[src/rtl/id_stage_pkg.sv]
// Shared definitions for the instruction-decode stage: widths, opcodes,
// control bundle layout and ALU operation encodings.
package id_stage_pkg;

  localparam int NB_PC          = 32;
  localparam int NB_INSTRUCTION = 32;
  localparam int NB_DATA        = 32;
  localparam int NB_REG_ADDR    = 5;
  localparam int NB_CTRL        = 10;

  localparam logic [5:0] OP_RTYPE = 6'h00;
  localparam logic [5:0] OP_J     = 6'h02;
  localparam logic [5:0] OP_JAL   = 6'h03;
  localparam logic [5:0] OP_BEQ   = 6'h04;
  localparam logic [5:0] OP_BNE   = 6'h05;
  localparam logic [5:0] OP_ADDI  = 6'h08;
  localparam logic [5:0] OP_SLTI  = 6'h0A;
  localparam logic [5:0] OP_ANDI  = 6'h0C;
  localparam logic [5:0] OP_ORI   = 6'h0D;
  localparam logic [5:0] OP_LUI   = 6'h0F;
  localparam logic [5:0] OP_LW    = 6'h23;
  localparam logic [5:0] OP_SW    = 6'h2B;
  localparam logic [5:0] FUNCT_JR = 6'h08;

  localparam int CTRL_REG_WRITE  = 0;
  localparam int CTRL_MEM_READ   = 1;
  localparam int CTRL_MEM_WRITE  = 2;
  localparam int CTRL_MEM_TO_REG = 3;
  localparam int CTRL_ALU_SRC    = 4;
  localparam int CTRL_REG_DST    = 5;
  localparam int CTRL_LINK       = 6;
  localparam int CTRL_ALU_OP_LSB = 7;

  localparam logic [2:0] ALU_ADD   = 3'd0;
  localparam logic [2:0] ALU_SUB   = 3'd1;
  localparam logic [2:0] ALU_RTYPE = 3'd2;
  localparam logic [2:0] ALU_SLT   = 3'd3;
  localparam logic [2:0] ALU_AND   = 3'd4;
  localparam logic [2:0] ALU_OR    = 3'd5;
  localparam logic [2:0] ALU_LUI   = 3'd6;

  // Packed so that field positions match the CTRL_* indices above.
  typedef struct packed {
    logic [2:0] alu_op;
    logic       link;
    logic       reg_dst;
    logic       alu_src;
    logic       mem_to_reg;
    logic       mem_write;
    logic       mem_read;
    logic       reg_write;
  } ctrl_t;

  typedef struct packed {
    logic is_beq;
    logic is_bne;
    logic is_j;
    logic is_jal;
    logic is_jr;
    logic reads_rt;
    logic zero_ext;
  } decode_t;

endpackage

[src/rtl/id_stage_register_file.sv]
// 32-entry register file: two combinational read ports with write-through
// bypass, one synchronous write port, r0 hardwired to zero.
module register_file
  import id_stage_pkg::*;
#(
  parameter int DATA_W = NB_DATA,
  parameter int ADDR_W = NB_REG_ADDR
) (
  input  logic              clock,
  input  logic              reset,
  input  logic              write_en,
  input  logic [ADDR_W-1:0] write_addr,
  input  logic [DATA_W-1:0] write_data,
  input  logic [ADDR_W-1:0] read_addr_a,
  input  logic [ADDR_W-1:0] read_addr_b,
  output logic [DATA_W-1:0] read_data_a,
  output logic [DATA_W-1:0] read_data_b
);

  localparam int DEPTH = 1 << ADDR_W;

  logic [DATA_W-1:0] regs [DEPTH];

  always_ff @(posedge clock or posedge reset) begin
    if (reset) begin
      for (int i = 0; i < DEPTH; i++) regs[i] <= '0;
    end else if (write_en && (write_addr != '0)) begin
      regs[write_addr] <= write_data;
    end
  end

  // A read of the register being written this cycle sees the new value.
  always_comb begin
    read_data_a = '0;
    if (read_addr_a != '0) begin
      if (write_en && (write_addr == read_addr_a)) read_data_a = write_data;
      else                                         read_data_a = regs[read_addr_a];
    end
  end

  always_comb begin
    read_data_b = '0;
    if (read_addr_b != '0) begin
      if (write_en && (write_addr == read_addr_b)) read_data_b = write_data;
      else                                         read_data_b = regs[read_addr_b];
    end
  end

endmodule

[src/rtl/id_stage.sv]
// Instruction-decode stage: control decode, immediate extension, in-ID
// branch/jump resolution, hazard stalling and the registered ID/EX bundle.
module id_stage
  import id_stage_pkg::*;
#(
  parameter int NB_PC          = id_stage_pkg::NB_PC,
  parameter int NB_INSTRUCTION = id_stage_pkg::NB_INSTRUCTION,
  parameter int NB_DATA        = id_stage_pkg::NB_DATA,
  parameter int NB_REG_ADDR    = id_stage_pkg::NB_REG_ADDR,
  parameter int NB_CTRL        = id_stage_pkg::NB_CTRL
) (
  input  logic                      i_clock,
  input  logic                      i_reset,
  input  logic                      i_ID_enable,
  input  logic [NB_INSTRUCTION-1:0] i_ID_instruction,
  input  logic [NB_PC-1:0]          i_ID_pc_plus4,
  input  logic                      i_ID_wb_write,
  input  logic [NB_REG_ADDR-1:0]    i_ID_wb_addr,
  input  logic [NB_DATA-1:0]        i_ID_wb_data,
  input  logic                      i_ID_exmem_reg_write,
  input  logic [NB_REG_ADDR-1:0]    i_ID_exmem_dest,
  output logic                      o_ID_branch,
  output logic                      o_ID_jump,
  output logic [NB_PC-1:0]          o_ID_branch_addr,
  output logic [NB_PC-1:0]          o_ID_jump_addr,
  output logic                      o_ID_stall,
  output logic [NB_DATA-1:0]        o_ID_rs_data,
  output logic [NB_DATA-1:0]        o_ID_rt_data,
  output logic [NB_DATA-1:0]        o_ID_imm_ext,
  output logic [NB_REG_ADDR-1:0]    o_ID_rs,
  output logic [NB_REG_ADDR-1:0]    o_ID_rt,
  output logic [NB_REG_ADDR-1:0]    o_ID_rd,
  output logic [NB_PC-1:0]          o_ID_pc_plus4,
  output logic [NB_CTRL-1:0]        o_ID_ctrl
);

  logic [5:0]             opcode;
  logic [5:0]             funct;
  logic [NB_REG_ADDR-1:0] rs;
  logic [NB_REG_ADDR-1:0] rt;
  logic [NB_REG_ADDR-1:0] rd;
  logic [15:0]            imm16;

  assign opcode = i_ID_instruction[31:26];
  assign funct  = i_ID_instruction[5:0];
  assign rs     = i_ID_instruction[25:21];
  assign rt     = i_ID_instruction[20:16];
  assign rd     = i_ID_instruction[15:11];
  assign imm16  = i_ID_instruction[15:0];

  logic [NB_DATA-1:0] rs_val;
  logic [NB_DATA-1:0] rt_val;

  register_file #(
    .DATA_W (NB_DATA),
    .ADDR_W (NB_REG_ADDR)
  ) u_register_file (
    .clock       (i_clock),
    .reset       (i_reset),
    .write_en    (i_ID_wb_write),
    .write_addr  (i_ID_wb_addr),
    .write_data  (i_ID_wb_data),
    .read_addr_a (rs),
    .read_addr_b (rt),
    .read_data_a (rs_val),
    .read_data_b (rt_val)
  );

  ctrl_t   ctrl;
  decode_t dec;

  always_comb begin
    ctrl = '0;
    dec  = '0;
    unique case (opcode)
      OP_RTYPE: begin
        if (funct == FUNCT_JR) begin
          dec.is_jr = 1'b1;
        end else if (i_ID_instruction != '0) begin
          ctrl.reg_write = 1'b1;
          ctrl.reg_dst   = 1'b1;
          ctrl.alu_op    = ALU_RTYPE;
          dec.reads_rt   = 1'b1;
        end
      end
      OP_ADDI: begin
        ctrl.reg_write = 1'b1;
        ctrl.alu_src   = 1'b1;
        ctrl.alu_op    = ALU_ADD;
      end
      OP_SLTI: begin
        ctrl.reg_write = 1'b1;
        ctrl.alu_src   = 1'b1;
        ctrl.alu_op    = ALU_SLT;
      end
      OP_ANDI: begin
        ctrl.reg_write = 1'b1;
        ctrl.alu_src   = 1'b1;
        ctrl.alu_op    = ALU_AND;
        dec.zero_ext   = 1'b1;
      end
      OP_ORI: begin
        ctrl.reg_write = 1'b1;
        ctrl.alu_src   = 1'b1;
        ctrl.alu_op    = ALU_OR;
        dec.zero_ext   = 1'b1;
      end
      OP_LUI: begin
        ctrl.reg_write = 1'b1;
        ctrl.alu_src   = 1'b1;
        ctrl.alu_op    = ALU_LUI;
      end
      OP_LW: begin
        ctrl.reg_write  = 1'b1;
        ctrl.mem_read   = 1'b1;
        ctrl.mem_to_reg = 1'b1;
        ctrl.alu_src    = 1'b1;
        ctrl.alu_op     = ALU_ADD;
      end
      OP_SW: begin
        ctrl.mem_write = 1'b1;
        ctrl.alu_src   = 1'b1;
        ctrl.alu_op    = ALU_ADD;
        dec.reads_rt   = 1'b1;
      end
      OP_BEQ: begin
        ctrl.alu_op  = ALU_SUB;
        dec.is_beq   = 1'b1;
        dec.reads_rt = 1'b1;
      end
      OP_BNE: begin
        ctrl.alu_op  = ALU_SUB;
        dec.is_bne   = 1'b1;
        dec.reads_rt = 1'b1;
      end
      OP_J: begin
        dec.is_j = 1'b1;
      end
      OP_JAL: begin
        ctrl.reg_write = 1'b1;
        ctrl.link      = 1'b1;
        dec.is_jal     = 1'b1;
      end
      default: begin
        ctrl = '0;
      end
    endcase
  end

  logic [NB_DATA-1:0]     imm_ext;
  logic [NB_REG_ADDR-1:0] dest_rd;

  assign imm_ext = dec.zero_ext ? {{(NB_DATA-16){1'b0}}, imm16}
                                : {{(NB_DATA-16){imm16[15]}}, imm16};
  assign dest_rd = dec.is_jal ? {NB_REG_ADDR{1'b1}} : rd;

  // ID/EX pipeline register contents.
  ctrl_t                  ctrl_q;
  logic [NB_DATA-1:0]     rs_data_q;
  logic [NB_DATA-1:0]     rt_data_q;
  logic [NB_DATA-1:0]     imm_q;
  logic [NB_REG_ADDR-1:0] rs_q;
  logic [NB_REG_ADDR-1:0] rt_q;
  logic [NB_REG_ADDR-1:0] rd_q;
  logic [NB_PC-1:0]       pc_plus4_q;

  // Register the older instruction will write (rd for R-type and JAL, else rt).
  logic [NB_REG_ADDR-1:0] idex_dest;
  logic                   load_use;
  logic                   rs_hit;
  logic                   rt_hit;
  logic                   branch_hazard;
  logic                   stall_raw;
  logic                   taken;
  logic                   is_branch_src;

  assign idex_dest = (ctrl_q.reg_dst || ctrl_q.link) ? rd_q : rt_q;

  assign load_use = ctrl_q.mem_read && (rt_q != '0) &&
                    ((rt_q == rs) || (dec.reads_rt && (rt_q == rt)));

  assign rs_hit = (rs != '0) &&
                  ((ctrl_q.reg_write && (idex_dest == rs)) ||
                   (i_ID_exmem_reg_write && (i_ID_exmem_dest == rs)));
  assign rt_hit = (rt != '0) &&
                  ((ctrl_q.reg_write && (idex_dest == rt)) ||
                   (i_ID_exmem_reg_write && (i_ID_exmem_dest == rt)));

  assign is_branch_src = dec.is_beq || dec.is_bne;
  assign branch_hazard = (is_branch_src || dec.is_jr) &&
                         (rs_hit || (is_branch_src && rt_hit));
  assign stall_raw     = load_use || branch_hazard;

  assign taken = (dec.is_beq && (rs_val == rt_val)) ||
                 (dec.is_bne && (rs_val != rt_val));

  assign o_ID_stall       = i_ID_enable && stall_raw;
  assign o_ID_branch      = i_ID_enable && !stall_raw && taken;
  assign o_ID_jump        = i_ID_enable && !stall_raw &&
                            (dec.is_j || dec.is_jal || dec.is_jr);
  assign o_ID_branch_addr = i_ID_pc_plus4 + {imm_ext[NB_PC-3:0], 2'b00};
  assign o_ID_jump_addr   = dec.is_jr ? rs_val[NB_PC-1:0]
                                      : {i_ID_pc_plus4[NB_PC-1:NB_PC-4],
                                         i_ID_instruction[25:0], 2'b00};

  // Freeze holds the bundle; a stall inserts a bubble instead of the decode.
  always_ff @(posedge i_clock or posedge i_reset) begin
    if (i_reset) begin
      ctrl_q     <= '0;
      rs_data_q  <= '0;
      rt_data_q  <= '0;
      imm_q      <= '0;
      rs_q       <= '0;
      rt_q       <= '0;
      rd_q       <= '0;
      pc_plus4_q <= '0;
    end else if (i_ID_enable) begin
      if (stall_raw) begin
        ctrl_q     <= '0;
        rs_data_q  <= '0;
        rt_data_q  <= '0;
        imm_q      <= '0;
        rs_q       <= '0;
        rt_q       <= '0;
        rd_q       <= '0;
        pc_plus4_q <= '0;
      end else begin
        ctrl_q     <= ctrl;
        rs_data_q  <= rs_val;
        rt_data_q  <= rt_val;
        imm_q      <= imm_ext;
        rs_q       <= rs;
        rt_q       <= rt;
        rd_q       <= dest_rd;
        pc_plus4_q <= i_ID_pc_plus4;
      end
    end
  end

  assign o_ID_ctrl     = ctrl_q;
  assign o_ID_rs_data  = rs_data_q;
  assign o_ID_rt_data  = rt_data_q;
  assign o_ID_imm_ext  = imm_q;
  assign o_ID_rs       = rs_q;
  assign o_ID_rt       = rt_q;
  assign o_ID_rd       = rd_q;
  assign o_ID_pc_plus4 = pc_plus4_q;

endmodule

[config.mk]
export PLATFORM = sky130hd
export DESIGN_NAME = id_stage
export DESIGN_NICKNAME = d
export VERILOG_FILES = /design/src/rtl/id_stage_pkg.sv /design/src/rtl/id_stage_register_file.sv /design/src/rtl/id_stage.sv
export SDC_FILE = /design/constraint.sdc
export NUM_CORES = 2
export LEC_CHECK = 0
export CORE_MARGIN = 2
export CORE_UTILIZATION = 63
export CTS_BUF_LIST = sky130_fd_sc_hd__clkbuf_4
export CTS_CLUSTER_SIZE = 8
export DETAILED_ROUTE_END_ITERATION = 8
export GPL_TIMING_DRIVEN = 1
export HOLD_SLACK_MARGIN = 0.1
export PLACE_DENSITY = 0.91
export SYNTH_ARGS = -nofsm -noshare
export SYNTH_HDL_FRONTEND = slang
export SYNTH_HIERARCHICAL = 1
export SYNTH_SLANG_ARGS = --single-unit
[constraint.sdc]
create_clock -name i_clock -period 42.4 [get_ports i_clock]
set_clock_uncertainty 0.1 [all_clocks]
set_input_delay 8.48 -clock i_clock [delete_from_list [all_inputs] [get_ports i_clock]]
set_output_delay 8.48 -clock i_clock [all_outputs]
set_load 0.02 [all_outputs]
# == After elaboration in Yosys (flattened, before gate mapping) ==
# Index checks and enable logic that the tools add are counted.
# word_totals
register_bits,1177
in_bits,111
out_inout_bits,220
# op_classes
add_sub_neg,1
n_lt_le_gt_ge,4
eq_ne,22
mux,43
bitwise,3
reduce_logical,44
# ops
operator,n
bitwise mux 1024 bit,1
2-to-1 mux 32 bit,15
binary-select mux 32 bit (select 5 bit),2
demux 32 bit (select 5 bit),1
== test 5 bit,8
== test 6 x 4 -> 1 bit (second input constant),6
adder 32 bit,1
== test 32 bit,1
!= test 32 bit,1
nonzero test 32 bit,1
2-to-1 mux 5 bit,5
logical AND 1 bit,21
nonzero test 5 bit,4
>= comparator 6 bit (second input constant),3
NOT 5 -> 6 bit,3
one-hot mux 3 bit (6 select lines),1
OR reduction 7 bit,2
2-to-1 mux 1 bit,13
== test 6 x 2 -> 1 bit (second input constant),2
== test 6 x 3 -> 1 bit (second input constant),2
== test 6 bit (second input constant),2
logical OR 1 bit,11
2-to-1 mux 10 bit,1
zero test 6 bit,1
6 further kinds,9

# == Depth between registers and ports, before layout ==
# depth
ltp_word,13
depth_mapped,15
ltp_nobuf,11

# == Cells and area by module ==
# Netlist, hierarchy kept.
# modules_own_cells
module,n_inst,cells_each,area_each_um2
register_file,1,3908,55472.0
id_stage,1,1029,8582.0

# == Worst setup path after synthesis ==
# Ideal clock, no wire load.
# synth_path
path_kind,input port to output port
startpoint,input i_ID_instruction[22]
endpoint,output o_ID_branch
arrival_ns,11.235
t_required_ns,33.820
setup_slack_ns,22.585
stages,12
path_buffers,2
cell_sequence,buf_2 -> clkbuf_1 -> mux4_2 -> mux4_2 -> nand3_1 -> nand3_1 -> xor2_1 -> nor4_1 -> nand4_1 -> nor2_1 -> xnor2_1 -> nor4b_2
# synth_via
word_cells_on_any_way,34
classes_between,eq/ne (6); mux (8); bitwise (1); reduce/logical (19)
# synth_rtl
item,line_no,rtl
"start, declared",id_stage.sv:15,"input logic [NB_INSTRUCTION-1:0] i_ID_instruction,"
NOT 5 -> 6 bit (not written as such),id_stage_register_file.sv:37,else read_data_a = regs[read_addr_a];
binary-select mux 32 bit (select 5 bit),id_stage_register_file.sv:37,
2-to-1 mux 32 bit (not written as such) (2 in a row),id_stage_register_file.sv:37,
2-to-1 mux 32 bit,id_stage_register_file.sv:36,if (write_en && (write_addr == read_addr_a)) read_data_a = write_data;
2-to-1 mux 32 bit (*),id_stage_register_file.sv:35,if (read_addr_a != '0) begin
net rs_val[29],id_stage.sv:51,logic [NB_DATA-1:0] rs_val;
== test 32 bit or != test 32 bit (tied branches),"id_stage.sv:194, id_stage.sv:195",
"logical AND 1 bit, on equally long branches","id_stage.sv:194, id_stage.sv:195",
logical OR 1 bit (*),id_stage.sv:194,assign taken = (dec.is_beq && (rs_val == rt_val)) ||
logical AND 1 bit (*),id_stage.sv:198,assign o_ID_branch = i_ID_enable && !stall_raw && taken;
"end, declared",id_stage.sv:22,"output logic o_ID_branch,"
# Mark *: on every way through the listed nets, which the timed path passes. The rest lies on a longest branch. The select of a mux whose other input is x is not followed.

# == Final worst setup path ==
# layout_path
startpoint,input i_ID_instruction[23]
endpoint,output o_ID_branch
# Same word-level chain as after synthesis.

==> flow_metrics.env <==
export IMPL_endpoint_kind="output port"
export IMPL_grt_max_degree=192
export IMPL_cts_setup_buffers=0
export IMPL_wl_per_cell_um=34.0
export IMPL_cts_tree="yes"
export IMPL_start_util=0.638
export IMPL_timing_final_crit_period_ns=24.03
export IMPL_gr_total_overflow=0
export IMPL_synth_async_sr_flop_share=1.00
export IMPL_drc_errors=31
export IMPL_p_leak_nw=31.6
export IMPL_ys_warnings_count=6
export IMPL_io_buffers=330
export IMPL_max_stage_delay_ns=0.93
export IMPL_met2_length_mm=93.9
export IMPL_wl_mm=228
export IMPL_crit_required_ns=33.82
export IMPL_drt_met1_wl_mm=71.1
export IMPL_instances_no_fill=6703
export IMPL_syn_area_um2=64100
export IMPL_h_tree_depth=5
export IMPL_syn_to_final_growth_pct=11.1
export IMPL_ctsResizeCount=0
export IMPL_synth_top_area_frac=0.454
export IMPL_r2r_cells=10
export IMPL_rsz0062_at_grt="no"
export IMPL_syn_inst=4937
export IMPL_grt_util_all_layers=0.437
export IMPL_ir_worst_vdd_mv=0.0304
export IMPL_io_pin_count=331
export IMPL_place_hpwl_mm=137
export IMPL_clk_insertion_delay_late_ns=1.23
export IMPL_critical_path_startpoint="i_ID_instruction[23]"
export IMPL_path_class="in2out"
export IMPL_drv_cap=1
export IMPL_ant_nets=0
export IMPL_power_mw=3.21
export IMPL_avgViaCountPerCell=7.58
export IMPL_r2r_slack_ns=37.82
export IMPL_path_cells="buf_4 -> buf_4 -> inv_2 -> buf_4 -> nor2_2 -> a22oi_1 -> a21oi_1 -> a221o_1 -> xor2_1 -> nor4_1 -> nand4_1 -> nor2_1 -> xnor2_1 -> nor4b_2 -> clkdlybuf4s50_1"
export IMPL_first_iter_violations=8369
export IMPL_vias=50840
export IMPL_met3WireLength_mm=38.0
export IMPL_fin_crit_sh=0.567
export IMPL_violations="DRC, capacitance limit"
export IMPL_worstReg2RegStart="o_ID_ctrl[6]"
export IMPL_dieArea_um2=104000
export IMPL_cp_start_kind="input port"
export IMPL_endpoint="o_ID_branch"
export IMPL_synth_area_top_cells="dfrtp_1 (45%), mux2_2 (18%), mux4_2 (12%)"
export IMPL_highest_layer="met5"
export IMPL_cp_max_fo=40
export IMPL_row_count=116
export IMPL_hold_violations=0
export IMPL_grt_pass1_vias=51699
export IMPL_cts_sinks=1161
export IMPL_setup_tns_ns=0
export IMPL_drive_above_1_share=0.375
export IMPL_core_area_um2=100000
export IMPL_antenna_found_initial=22
export IMPL_die_w_um=323
export IMPL_report_final_slew_viol_count=0
export IMPL_max_freq_mhz=41.6
export IMPL_dp_cells=6216
export IMPL_syn_num_nets=5065
export IMPL_gp_congestion=1.00
export IMPL_p_per_area_nw_per_um2=45.1
export IMPL_yosysTopAreaCell="dfrtp_1"
export IMPL_critPathArrivalTime_ns=15.45
export IMPL_die_height_um=323
export IMPL_tightest_slew_ns=1.49
export IMPL_status="complete, but fails checks"
export IMPL_relSlewSlack=0.000810
export IMPL_synthDistinctLibCells=82
export IMPL_clk_pin_slew_ns=0.06
export IMPL_grt_first_pass_wirelength_mm=331
export IMPL_firstDrtPassIters=9
export IMPL_post_dp_cell_area_um2=67600
export IMPL_synth_yosys_seq_area_share=0.454
export IMPL_hold_buffers=0
export IMPL_hold_path_class="reg2reg"
export IMPL_clockBufferDepth=4
export IMPL_final_area_um2=71100
export IMPL_synth_edff_count=0
export IMPL_nNetsFinal=5293
export IMPL_ys_seq_elements=1161
export IMPL_syn_avg_cell_area_um2=13.0
export IMPL_critPathMostFrequentCell="buf_4"
export IMPL_root_buffer="clkbuf_4"
export IMPL_r2r_end="o_ID_pc_plus4[4]"
export IMPL_critPathSlowestCell="nor2_2"
export IMPL_setup_viol=0
export IMPL_ys_flop_type="dfrtp_1"
export IMPL_numCtsBuffers=304
[cell type report]
type	count	area (um2)
multi-input combinational	3091	32000
fill	6104	29300
sequential	1161	29100
timing repair buffer	454	4300
clock buffer	418	3140
tap	1357	1700
inverter	153	587
clock inverter	55	344
antenna	14	35.0
[worst max-delay path: cells and delay by family]
kind / cells / cell delay (ns)
AND/OR/NAND/NOR: 5 / 2.97
buffers and inverters: 5 / 2.82
XOR/XNOR: 2 / 0.27
AO/OA/AOI/OAI: 3 / 0.80
[synthesized netlist by cell type (12+ instances only)]
library cell	instances
dfrtp_1	1161
mux2_2	1006
mux2i_1	375
mux4_2	353
clkbuf_1	250
nand2_1	245
a22oi_1	179
o22ai_1	153
inv_1	151
buf_2	128
nor2_1	91
nand3_1	65
xor2_1	62
buf_1	55
a21oi_1	54
buf_4	50
o21ai_0	47
xnor2_1	39
buf_6	34
a221oi_1	31
a31oi_1	31
o211ai_1	31
nor3_1	23
a21o_1	21
a22o_1	20
nor4_1	19
o221a_1	18
ha_1	16
o2111ai_1	16
o21ai_1	13
nand4_1	12
o22a_1	12
[logic make-up (layout without fill, tap and decap cells)]
| kind of cell | count (synthesis) | in the layout | synth area share |
|---|---|---|---|
| other cells | 0 | 14 | 0 |
| fa+ha+maj | 17 | 17 | 0.00344 |
| compound gates | 689 | 689 | 0.0766 |
| xor+xnor | 101 | 101 | 0.0138 |
| simple gates | 539 | 539 | 0.0391 |
| mux | 1745 | 1745 | 0.362 |
| flops | 1161 | 1161 | 0.454 |
| buf+inv | 685 | 1080 | 0.0520 |
[registers in the layout (all words and copies together) (netlist names)]
register              flops
u_register_file/regs   1024
o_ID_pc_plus4            32
o_ID_rt_data             32
o_ID_rs_data             32
o_ID_ctrl                 9
o_ID_rt                   5
o_ID_imm_ext             17
o_ID_rd                   5
o_ID_rs                   5
[stage by stage]
stage	hold WS, ns	utilization	setup slack, ns
2_1_floorplan	0.341	-	5.00
4_1_cts	0.299	0.708	19.15
3_3_place_gp	0.276	0.673	19.33
3_5_place_dp	0.283	0.673	19.20
6_report	0.300	0.708	18.37
5_1_grt	0.313	0.708	18.74
[how the worst min path moves through the flow]
stage                                from                         end  slack (ns)  depth (start not counted)
6_report       u_register_file/regs[1003]  u_register_file/regs[1003]        0.30                          0
5_1_grt        u_register_file/regs[1013]  u_register_file/regs[1013]        0.31                          0
4_1_cts        u_register_file/regs[1013]  u_register_file/regs[1013]        0.30                          0
3_5_place_dp   u_register_file/regs[1002]  u_register_file/regs[1002]        0.28                          0
3_3_place_gp   u_register_file/regs[1021]  u_register_file/regs[1021]        0.28                          0
2_1_floorplan  u_register_file/regs[1002]  u_register_file/regs[1002]        0.34                          1
[cell usage in the layout, fill, tap and decap left out, types with 14 or more instances in the layout]
cell / count
xor2_1: 62
a21oi_1: 54
o221a_1: 18
mux2i_1: 375
clkdlybuf4s50_1: 320
nor2_4: 17
o211ai_1: 31
diode_2: 14
a21o_1: 21
o2111ai_1: 16
inv_1: 148
ha_1: 16
xnor2_1: 39
nor2_1: 67
nor4_1: 19
clkbuf_4: 418
a221oi_1: 31
dfrtp_1: 1161
mux2_2: 1006
buf_4: 121
clkinv_1: 43
nand3_1: 65
a22oi_1: 179
nor3_1: 21
o21ai_0: 46
o22ai_1: 153
mux4_2: 353
a31oi_1: 31
nand2_1: 229
a22o_1: 20
[metal layers]
layer	GRT usage	vias up
met1	0.489	24868
met5	0.0102	-
met3	0.228	1772
met4	0.379	30
met2	0.609	5083
li1	-	19087
[report_power, final]
part           total, mW  leakage (nW)  internal, mW  switching [mW]
clock network      0.943          2.09         0.480           0.463
registers           1.48          14.9          1.31           0.166
logic              0.789          14.6         0.398           0.391
total               3.21          31.6          2.19            1.02
No activity file was read; power rests on OpenSTA's default activity.
